`src/rtl/servo_pkg.sv`:
```
// Shared types and defaults for the servo motion sequencer.
// Commands are {target, step} magnitudes in PWM-block units.
package servo_pkg;
  localparam int MAG_W         = 17;
  localparam int CMD_W         = 2 * MAG_W;
  localparam int MAG_MIN_DEF   = 1600;
  localparam int MAG_MAX_DEF   = 9600;
  localparam int MAG_RESET_DEF = 5600;

  typedef enum logic [1:0] {IDLE, LOAD, SLEW, SETTLE} motion_state_t;

  typedef struct packed {
    logic [MAG_W-1:0] target;
    logic [MAG_W-1:0] step;
  } servo_cmd_t;

  function automatic logic [MAG_W-1:0] clamp_mag(input logic [MAG_W-1:0] v,
                                                 input logic [MAG_W-1:0] lo,
                                                 input logic [MAG_W-1:0] hi);
    if (v < lo) return lo;
    if (v > hi) return hi;
    return v;
  endfunction
endpackage

```
`src/rtl/cmd_fifo.sv`:
```
// Small synchronous FIFO for queued motion commands; reset empties it.
// A push is refused while full, even when a pop happens in the same cycle.
module cmd_fifo #(
  parameter int DEPTH = 4,
  parameter int W     = 34
) (
  input  logic         clk,
  input  logic         rst,
  input  logic         push_i,
  input  logic         pop_i,
  input  logic [W-1:0] wdata_i,
  output logic [W-1:0] rdata_o,
  output logic         full_o,
  output logic         empty_o
);
  localparam int AW = (DEPTH > 1) ? $clog2(DEPTH) : 1;

  logic [W-1:0]  mem_q [DEPTH];
  logic [AW-1:0] wr_ptr_q, rd_ptr_q;
  logic [AW:0]   count_q;
  logic          do_push, do_pop;

  assign full_o  = (count_q == (AW+1)'(DEPTH));
  assign empty_o = (count_q == '0);
  assign do_push = push_i & ~full_o;
  assign do_pop  = pop_i & ~empty_o;
  assign rdata_o = mem_q[rd_ptr_q];

  always_ff @(posedge clk) begin
    if (do_push) mem_q[wr_ptr_q] <= wdata_i;
  end

  always_ff @(posedge clk or posedge rst) begin
    if (rst) begin
      wr_ptr_q <= '0;
      rd_ptr_q <= '0;
      count_q  <= '0;
    end else begin
      if (do_push) wr_ptr_q <= wr_ptr_q + AW'(1);
      if (do_pop)  rd_ptr_q <= rd_ptr_q + AW'(1);
      case ({do_push, do_pop})
        2'b10:   count_q <= count_q + (AW+1)'(1);
        2'b01:   count_q <= count_q - (AW+1)'(1);
        default: count_q <= count_q;
      endcase
    end
  end
endmodule

```
`src/rtl/servo_motion_ctrl.sv`:
```
// Slews a servo PWM magnitude toward queued targets once per frame,
// then holds each target for a settle interval before the next command.
module servo_motion_ctrl
  import servo_pkg::*;
#(
  parameter int CLK_HZ        = 50_000_000,
  parameter int FRAME_HZ      = 50,
  parameter int MAG_MIN       = MAG_MIN_DEF,
  parameter int MAG_MAX       = MAG_MAX_DEF,
  parameter int MAG_RESET     = MAG_RESET_DEF,
  parameter int SETTLE_FRAMES = 5,
  parameter int DEPTH         = 4
) (
  input  logic             clk,
  input  logic             reset,
  input  logic             cmd_valid,
  output logic             cmd_ready,
  input  logic [MAG_W-1:0] cmd_target,
  input  logic [MAG_W-1:0] cmd_step,
  input  logic             hold,
  output logic [MAG_W-1:0] magnitude,
  output logic             busy,
  output logic             done,
  output logic             frame_tick,
  output motion_state_t    dbg_state
);
  localparam int FRAME_CYCLES = CLK_HZ / FRAME_HZ;
  localparam int CW = (FRAME_CYCLES > 1) ? $clog2(FRAME_CYCLES) : 1;
  localparam int SW = (SETTLE_FRAMES > 0) ? $clog2(SETTLE_FRAMES + 1) : 1;
  localparam logic [CW-1:0]    FRAME_LAST  = CW'(FRAME_CYCLES - 1);
  localparam logic [SW-1:0]    SETTLE_LAST = SW'(SETTLE_FRAMES - 1);
  localparam logic [MAG_W-1:0] MIN_C = MAG_W'(MAG_MIN);
  localparam logic [MAG_W-1:0] MAX_C = MAG_W'(MAG_MAX);
  localparam logic [MAG_W-1:0] RST_C = MAG_W'(MAG_RESET);

  logic [CW-1:0]           frame_cnt_q;
  motion_state_t           state_q, state_d;
  logic [MAG_W-1:0]        mag_q, mag_d, tgt_q, tgt_d, step_q, step_d, slew_mag;
  servo_cmd_t              cmd_q, cmd_d, head_cmd;
  logic [SW-1:0]           settle_q, settle_d;
  logic [CMD_W-1:0]        fifo_rdata;
  logic                    fifo_full, fifo_empty, pop, advance;
  logic signed [MAG_W:0]   diff;
  logic [MAG_W:0]          abs_diff;

  // Free-running frame timebase, independent of hold and the FSM.
  always_ff @(posedge clk or posedge reset) begin
    if (reset) frame_cnt_q <= '0;
    else if (frame_cnt_q == FRAME_LAST) frame_cnt_q <= '0;
    else frame_cnt_q <= frame_cnt_q + CW'(1);
  end

  assign frame_tick = (frame_cnt_q == FRAME_LAST);
  assign advance    = frame_tick & ~hold;

  cmd_fifo #(.DEPTH(DEPTH), .W(CMD_W)) u_cmd_fifo (
    .clk     (clk),
    .rst     (reset),
    .push_i  (cmd_valid),
    .pop_i   (pop),
    .wdata_i ({cmd_target, cmd_step}),
    .rdata_o (fifo_rdata),
    .full_o  (fifo_full),
    .empty_o (fifo_empty)
  );

  assign head_cmd  = fifo_rdata;
  assign cmd_ready = ~fifo_full;
  assign magnitude = mag_q;
  assign busy      = (state_q != IDLE) | ~fifo_empty;
  assign dbg_state = state_q;

  // 18-bit difference: both operands lie in [MAG_MIN, MAG_MAX], so no wrap.
  always_comb begin
    diff     = $signed({1'b0, tgt_q}) - $signed({1'b0, mag_q});
    abs_diff = diff[MAG_W] ? $unsigned(-diff) : $unsigned(diff);
    if (step_q == '0 || abs_diff <= {1'b0, step_q}) slew_mag = tgt_q;
    else if (diff[MAG_W])                           slew_mag = mag_q - step_q;
    else                                            slew_mag = mag_q + step_q;
  end

  always_comb begin
    state_d  = state_q;
    mag_d    = mag_q;
    tgt_d    = tgt_q;
    step_d   = step_q;
    cmd_d    = cmd_q;
    settle_d = settle_q;
    pop      = 1'b0;
    done     = 1'b0;
    case (state_q)
      IDLE: begin
        if (!fifo_empty) begin
          pop     = 1'b1;
          cmd_d   = head_cmd;
          state_d = LOAD;
        end
      end
      LOAD: begin
        tgt_d   = clamp_mag(cmd_q.target, MIN_C, MAX_C);
        step_d  = cmd_q.step;
        state_d = SLEW;
      end
      SLEW: begin
        if (mag_q == tgt_q) begin
          settle_d = '0;
          state_d  = SETTLE;
        end else if (advance) begin
          mag_d = slew_mag;
        end
      end
      SETTLE: begin
        if (advance) begin
          if (settle_q == SETTLE_LAST) begin
            done = 1'b1;
            if (!fifo_empty) begin
              pop     = 1'b1;
              cmd_d   = head_cmd;
              state_d = LOAD;
            end else begin
              state_d = IDLE;
            end
          end else begin
            settle_d = settle_q + SW'(1);
          end
        end
      end
      default: state_d = IDLE;
    endcase
  end

  always_ff @(posedge clk or posedge reset) begin
    if (reset) begin
      state_q  <= IDLE;
      mag_q    <= RST_C;
      tgt_q    <= RST_C;
      step_q   <= '0;
      cmd_q    <= '0;
      settle_q <= '0;
    end else begin
      state_q  <= state_d;
      mag_q    <= mag_d;
      tgt_q    <= tgt_d;
      step_q   <= step_d;
      cmd_q    <= cmd_d;
      settle_q <= settle_d;
    end
  end
endmodule

```
`config.mk`:
```
export PLATFORM = sky130hd
export DESIGN_NAME = servo_motion_ctrl
export DESIGN_NICKNAME = d
export VERILOG_FILES = /design/src/rtl/servo_pkg.sv /design/src/rtl/cmd_fifo.sv /design/src/rtl/servo_motion_ctrl.sv
export SDC_FILE = /design/constraint.sdc
export NUM_CORES = 1
export LEC_CHECK = 0
export BUFFER_PORTS_ARGS = -buffer_cell sky130_fd_sc_hd__buf_2
export CAP_MARGIN = 20
export CORE_MARGIN = 4
export CORE_UTILIZATION = 55
export CTS_CLUSTER_SIZE = 30
export DETAILED_ROUTE_END_ITERATION = 10
export PLACE_DENSITY_LB_ADDON = 0.1
export SYNTH_ARGS = -nofsm -noshare
export SYNTH_HDL_FRONTEND = slang
export SYNTH_HIERARCHICAL = 1
export SYNTH_SLANG_ARGS = --single-unit
```
`constraint.sdc`:
```
create_clock -name clk -period 5.45 [get_ports clk]
set_input_delay 0.545 -clock clk [delete_from_list [all_inputs] [get_ports clk]]
set_output_delay 0.545 -clock clk [all_outputs]
set_load 0.02 [all_outputs]
```
# Yosys cells after proc, flatten, opt, wreduce, memory -nomap -nowiden
# Memory sizes are Yosys's and may differ from the RTL's.
# Index checks and enable logic that the tools add are counted.
dict set report totals {
  regBits 117
  mem_count 1
  ram_bits 136
  inputBits 38
  out_inout_bits 23
}
# name depth width rd rd_clocked_by_memory_dff wr line
set mem_list {}
lappend mem_list {u_cmd_fifo.mem_q 4 34 1 0 1 cmd_fifo.sv:18} ;# logic [W-1:0] mem_q [DEPTH];
dict set report classes {
  n_addsub 10
  n_reduce_logical 12
  muxes 37
  n_lt_le_gt_ge 3
  n_eq_ne 14
  bitwise 8
}
# op count
set ops {}
lappend ops {{$mux 17} 6}
lappend ops {{$mux 34} 3}
lappend ops {{$pmux 34 s2} 1}
lappend ops {{$add 20x1->20 const B} 1}
lappend ops {{$eq 20x20->1 const B} 1}
lappend ops {{$mux 20} 1}
lappend ops {{$le 18x17->1} 1}
lappend ops {{$mux 18} 1}
lappend ops {{$neg 18->18} 1}
lappend ops {{$sub 17x17->18} 1}
lappend ops {{$add 17x17->17} 1}
lappend ops {{$eq 17x17->1} 1}
lappend ops {{$gt 17x14->1 const B} 1}
lappend ops {{$logic_not 17->1} 1}
lappend ops {{$lt 17x11->1 const B} 1}
lappend ops {{$sub 17x17->17} 1}
lappend ops {{$mux 1} 14}
lappend ops {{$pmux 3 s2} 2}
lappend ops {{$ne 2x2->1 const B} 5}
lappend ops {{$mux 3} 3}
lappend ops {{$mux 2} 4}
lappend ops {{$pmux 2 s4} 1}
lappend ops {{$reduce_and 4->1} 2}
lappend ops {{$reduce_bool 2->1} 4}
lappend ops {{other kinds (14)} 26}

# Depth between registers and ports, before layout
dict set report depth {
  depth_word 8
  depth_mapped 23
  ltp_nobuf 22
}

# By module
# The synthesis kept the hierarchy.
# mod area_each_um2 instances cells_per_inst
set modules_own_cells {}
lappend modules_own_cells {servo_motion_ctrl 7437.1 1 805}
lappend modules_own_cells {cmd_fifo 5388.9 1 216}

# Worst setup path after synthesis
# No wires, ideal clock.
dict set report synth_timing {
  path_type {flip-flop to flip-flop}
  start {reg mag_q[0], in the netlist magnitude[0]}
  end {reg mag_q[0], in the netlist magnitude[0]}
  slack_ps 180
  arrival_time_ps 5145
  path_stages_with_launch 18
  path_cell_list {dfrtp_1 > ha_1 > fa_1 > and2b_1 > o211ai_1 > a311o_1 > o21ai_0 > xor2_1 > or4_1 > or4_4 > and2_1 > xnor2_1 > ha_1 > or4_1 > o21ai_0 > o21ai_4 > mux2i_1 > mux2_4}
}
dict set report synth_between {
  elab_chain_len 6
  word_cells_on_any_way 12
}
# item line
set synth_lines {}
lappend synth_lines {{start, declared} servo_motion_ctrl.sv:38} ;# logic [MAG_W-1:0] mag_q, mag_d, tgt_q, tgt_d, step_q, step_d, slew_mag;
lappend synth_lines {{start signal, assigned} servo_motion_ctrl.sv:142} ;# mag_q <= mag_d;
lappend synth_lines {{$sub 17x17->18} servo_motion_ctrl.sv:75} ;# diff = $signed({1'b0, tgt_q}) - $signed({1'b0, mag_q});
lappend synth_lines {{$neg 18->18} servo_motion_ctrl.sv:76} ;# abs_diff = diff[MAG_W] ? $unsigned(-diff) : $unsigned(diff);
lappend synth_lines {{$mux 18} servo_motion_ctrl.sv:76}
lappend synth_lines {{$le 18x17->1} servo_motion_ctrl.sv:77} ;# if (step_q == '0 || abs_diff <= {1'b0, step_q}) slew_mag = tgt_q;
lappend synth_lines {{$logic_or 1x1->1} servo_motion_ctrl.sv:77}
lappend synth_lines {{$mux 17} servo_motion_ctrl.sv:77}
# Several ways; a longest one is shown, not always the timed one.
# A chain may end at the register's enable or synchronous reset.

# Worst setup path in the final report
# Ends and elaborated chain as after synthesis.

==> results.md <==
- Die area: 25830 um^2
- IO Pins: 61
- Vias: 8031
- CP Launch Type: flip-flop
- Period utilisation layout: 95.63%
- Vias in the first global route: 7901
- Avg Cell Area, Syn: 12.56 um^2
- Largest net degree at the start of global routing: 69
- Worst Skew: 23.55 ps
- Pre-Repair DR Iteration Count: 5
- Sinks on Clock Net: 253
- H-tree levels: 1
- Initial core utilization: 56.31%
- CORE AREA: 22780 um^2
- Highest Clock Rate: 0.1919 GHz
- Number of flops mapped to enable cells by yosys: 136
- Syn Nets: 1127
- Critical Path RT: 5890 ps
- 1st-iter DRT viols: 355
- Cells after DPL: 1392
- Worst Setup EP: magnitude[0]
- Leakage power total: 5.803 nW
- Post-route DRC violation count: 0
- Count of state elements after synthesis: 253
- Clock-pin transition on the worst setup and hold timing paths: 70 ps
- Synth Flop Type: edfxtp_1
- CTS tree: built
- TNS Setup: 0 ps
- Worst flop-to-flop path startpoint: magnitude[0]
- Worst-path maximum fanout: 17
- Standard-cell row count: 55
- Critical Path Source: magnitude[0]
- Max IR drop VDD: 0.3811 mV
- Final Power: 9.172 mW
- Setup-failing EPs final: 0
- Hold Vio Cnt, Final: 0
- Crit path capture type: flip-flop
- First-pass GRT wire length: 41460 um
- Initial antenna violation count: 0
- WHS Path Cells: 1
- Post-layout min period: 5212 ps
- Register area share after synthesis: 54.78%
- Asr flop ratio synth: 46.25%
- Antenna Cells: 0
- Status: finished clean
- Reg2Reg Setup Slack: 240 ps
- Max_cap viols: 0
- Total grt overflow: 0
- Num CTS Buffers: 27
- Post-Synthesis Cells: 1021
- Worst-case clock buffer depth: 3
- PD cells: 629.6 nW/um^2
- Fin cells: 1458
- Die Width: 160.7 um
- Pre-CTS WS: 91.11 ps
- Antenna-violating nets left: 0
- Vias per cell: 5.508
- Dpl hpwl: 17560 um
- Path category of the worst min-delay check: in -> reg
- Root Buffer: clkbuf_16
- Setup slack after layout: 238.3 ps
- Reg-to-Reg End: magnitude[0]
- Tot GR Track Use: 19.68%
- WP data arrival: 5650 ps
- Filler cell count: 1790
- RSZ-0062 raised after global routing: false
- Skew-Pair Late Insertion Delay: 550 ps
- Port Buffers: 60
- Ratio of cells with drive above 1 in the final layout: 21.75%
- Die height: 160.7 um
- Crit path kind: reg -> reg
- Yosys warns: 6
- Routed wire length: 25200 um
- Slew HR: 42.23%
- Layout Nets: 1230
- Area of the mapped netlist: 12830 um^2
- Slew @ Worst Pin: 866.5 ps
- Final max-slew violation count: 0
- Area after DPL: 13540 um^2
- Fin area: 14570 um^2
- Avg WL per Cell: 17.28 um
- Routability cong.: 0.9062
- Post-synth cell types: 73
- Reg2Reg Depth: 18
- Area Growth Syn to Fin: 13.58%
==> layout make-up <==
class,instances,area (um^2),area share (%)
flip-flops and latches,253,7029,48.25
multi-input cells,670,5409,37.13
clock buffers,32,694.4,4.767
repair buffers,101,618.1,4.243
well taps,313,391.6,2.688
inverters,71,269.0,1.847
clock inverters,18,156.4,1.074
==> how the worst min path moves through the flow <==
stage                              end          start  slack [ps]
5_1_grt        u_cmd_fifo/mem_q[1][18]  cmd_target[1]         190
6_report       u_cmd_fifo/mem_q[3][18]  cmd_target[1]         210
3_3_place_gp                step_q[14]      cmd_q[14]         460
2_1_floorplan    u_cmd_fifo/count_q[0]          reset         350
4_1_cts        u_cmd_fifo/mem_q[3][18]  cmd_target[1]         190
3_5_place_dp                step_q[11]      cmd_q[11]         470
==> registers in the layout, indices dropped and copies added, names as in the netlist, 3 cells and up <==
register and flops:
magnitude 17, u_cmd_fifo/count_q 3, settle_q 3, frame_cnt_q 20, cmd_q 34, step_q 17, tgt_q 17, u_cmd_fifo/mem_q 136
==> timing repair <==
item	4_1_cts	5_1_grt
endpoints found under the setup margin	0	16
hold buffers	1	0
gates resized for setup	0	12
setup buffers	0	14
hold endpoints to repair	7	0
==> synthesized netlist by cell type, types with 28 or more instances <==
master,number,share of area [%]
xnor2_1,49,3.3
edfxtp_1,136,32
mux4_2,28,4.9
dfrtp_1,105,20
nor2_1,65,1.9
mux2_2,38,3.3
nand2_1,75,2.2
ha_1,65,6.3
a21oi_1,38,1.5
xor2_1,28,1.9
o21ai_0,52,2.0
inv_1,71,2.1
==> per-stage QoR <==
step                      utilization [%]  hold WS [ps]
after detailed placement            59.46         471.0
after floorplan                         -         348.4
final                               63.96         208.9
after CTS                           63.24         187.3
after global routing                63.96         194.7
after global placement              59.46         462.9
==> report_power, final <==
part | internal, mW | total [mW] | switching (mW)
combinational | 2.19 | 4.59 | 2.41
clock | 1.01 | 1.73 | 0.726
sequential | 2.56 | 2.84 | 0.287
==> metal layers <==
metal	global-route usage (%)	vias to the layer above	wire length [um]
met4	4.575	0	575
met2	31.22	147	11460
met1	29.40	3883	12160
met5	0	-	0
met3	2.592	39	999
li1	-	3962	-
==> cells in the final DEF, fill, tap and decap left out, types with 10 or more instances in the layout <==
cell type and instances:
a21o_1 14, buf_2 60, clkbuf_16 27, mux2_2 38, a21oi_1 38, nand4_1 12
nor4_1 14, dfrtp_1 103, xor2_1 28, edfxtp_1 136, mux2i_1 15, nand2_1 75
ha_1 62, buf_4 39, o21ai_0 50, nand3_1 27, nor2_1 62, xnor2_1 49
o21ai_1 10, inv_1 70, mux4_2 28, dfstp_2 12, nor3_1 18
==> cells by family after synthesis <==
kind of cell	synth area share (%)
DFF	54.78
AOI/OAI and AO/OA	9.189
and+or+nand+nor	9.736
adders and majority gates	6.809
xor gates and xnor gates	5.258
muxes	10.77
buffers and inverters	3.453
==> worst max-delay path, cell delays in order (launching register included) <==
cell	delay (ps)
dfrtp_1	400
ha_2	220
fa_1	400
and2b_1	260
o211ai_1	130
a311o_1	420
o21ai_1	160
xor2_1	100
or4_1	520
or4_4	540
and2_1	190
xnor2_1	130
ha_1	200
or4_1	510
o21ai_0	160
buf_4	150
o21ai_4	150
mux2i_1	170
mux2_4	280
Note: power is estimated with default switching activity, not from simulation.
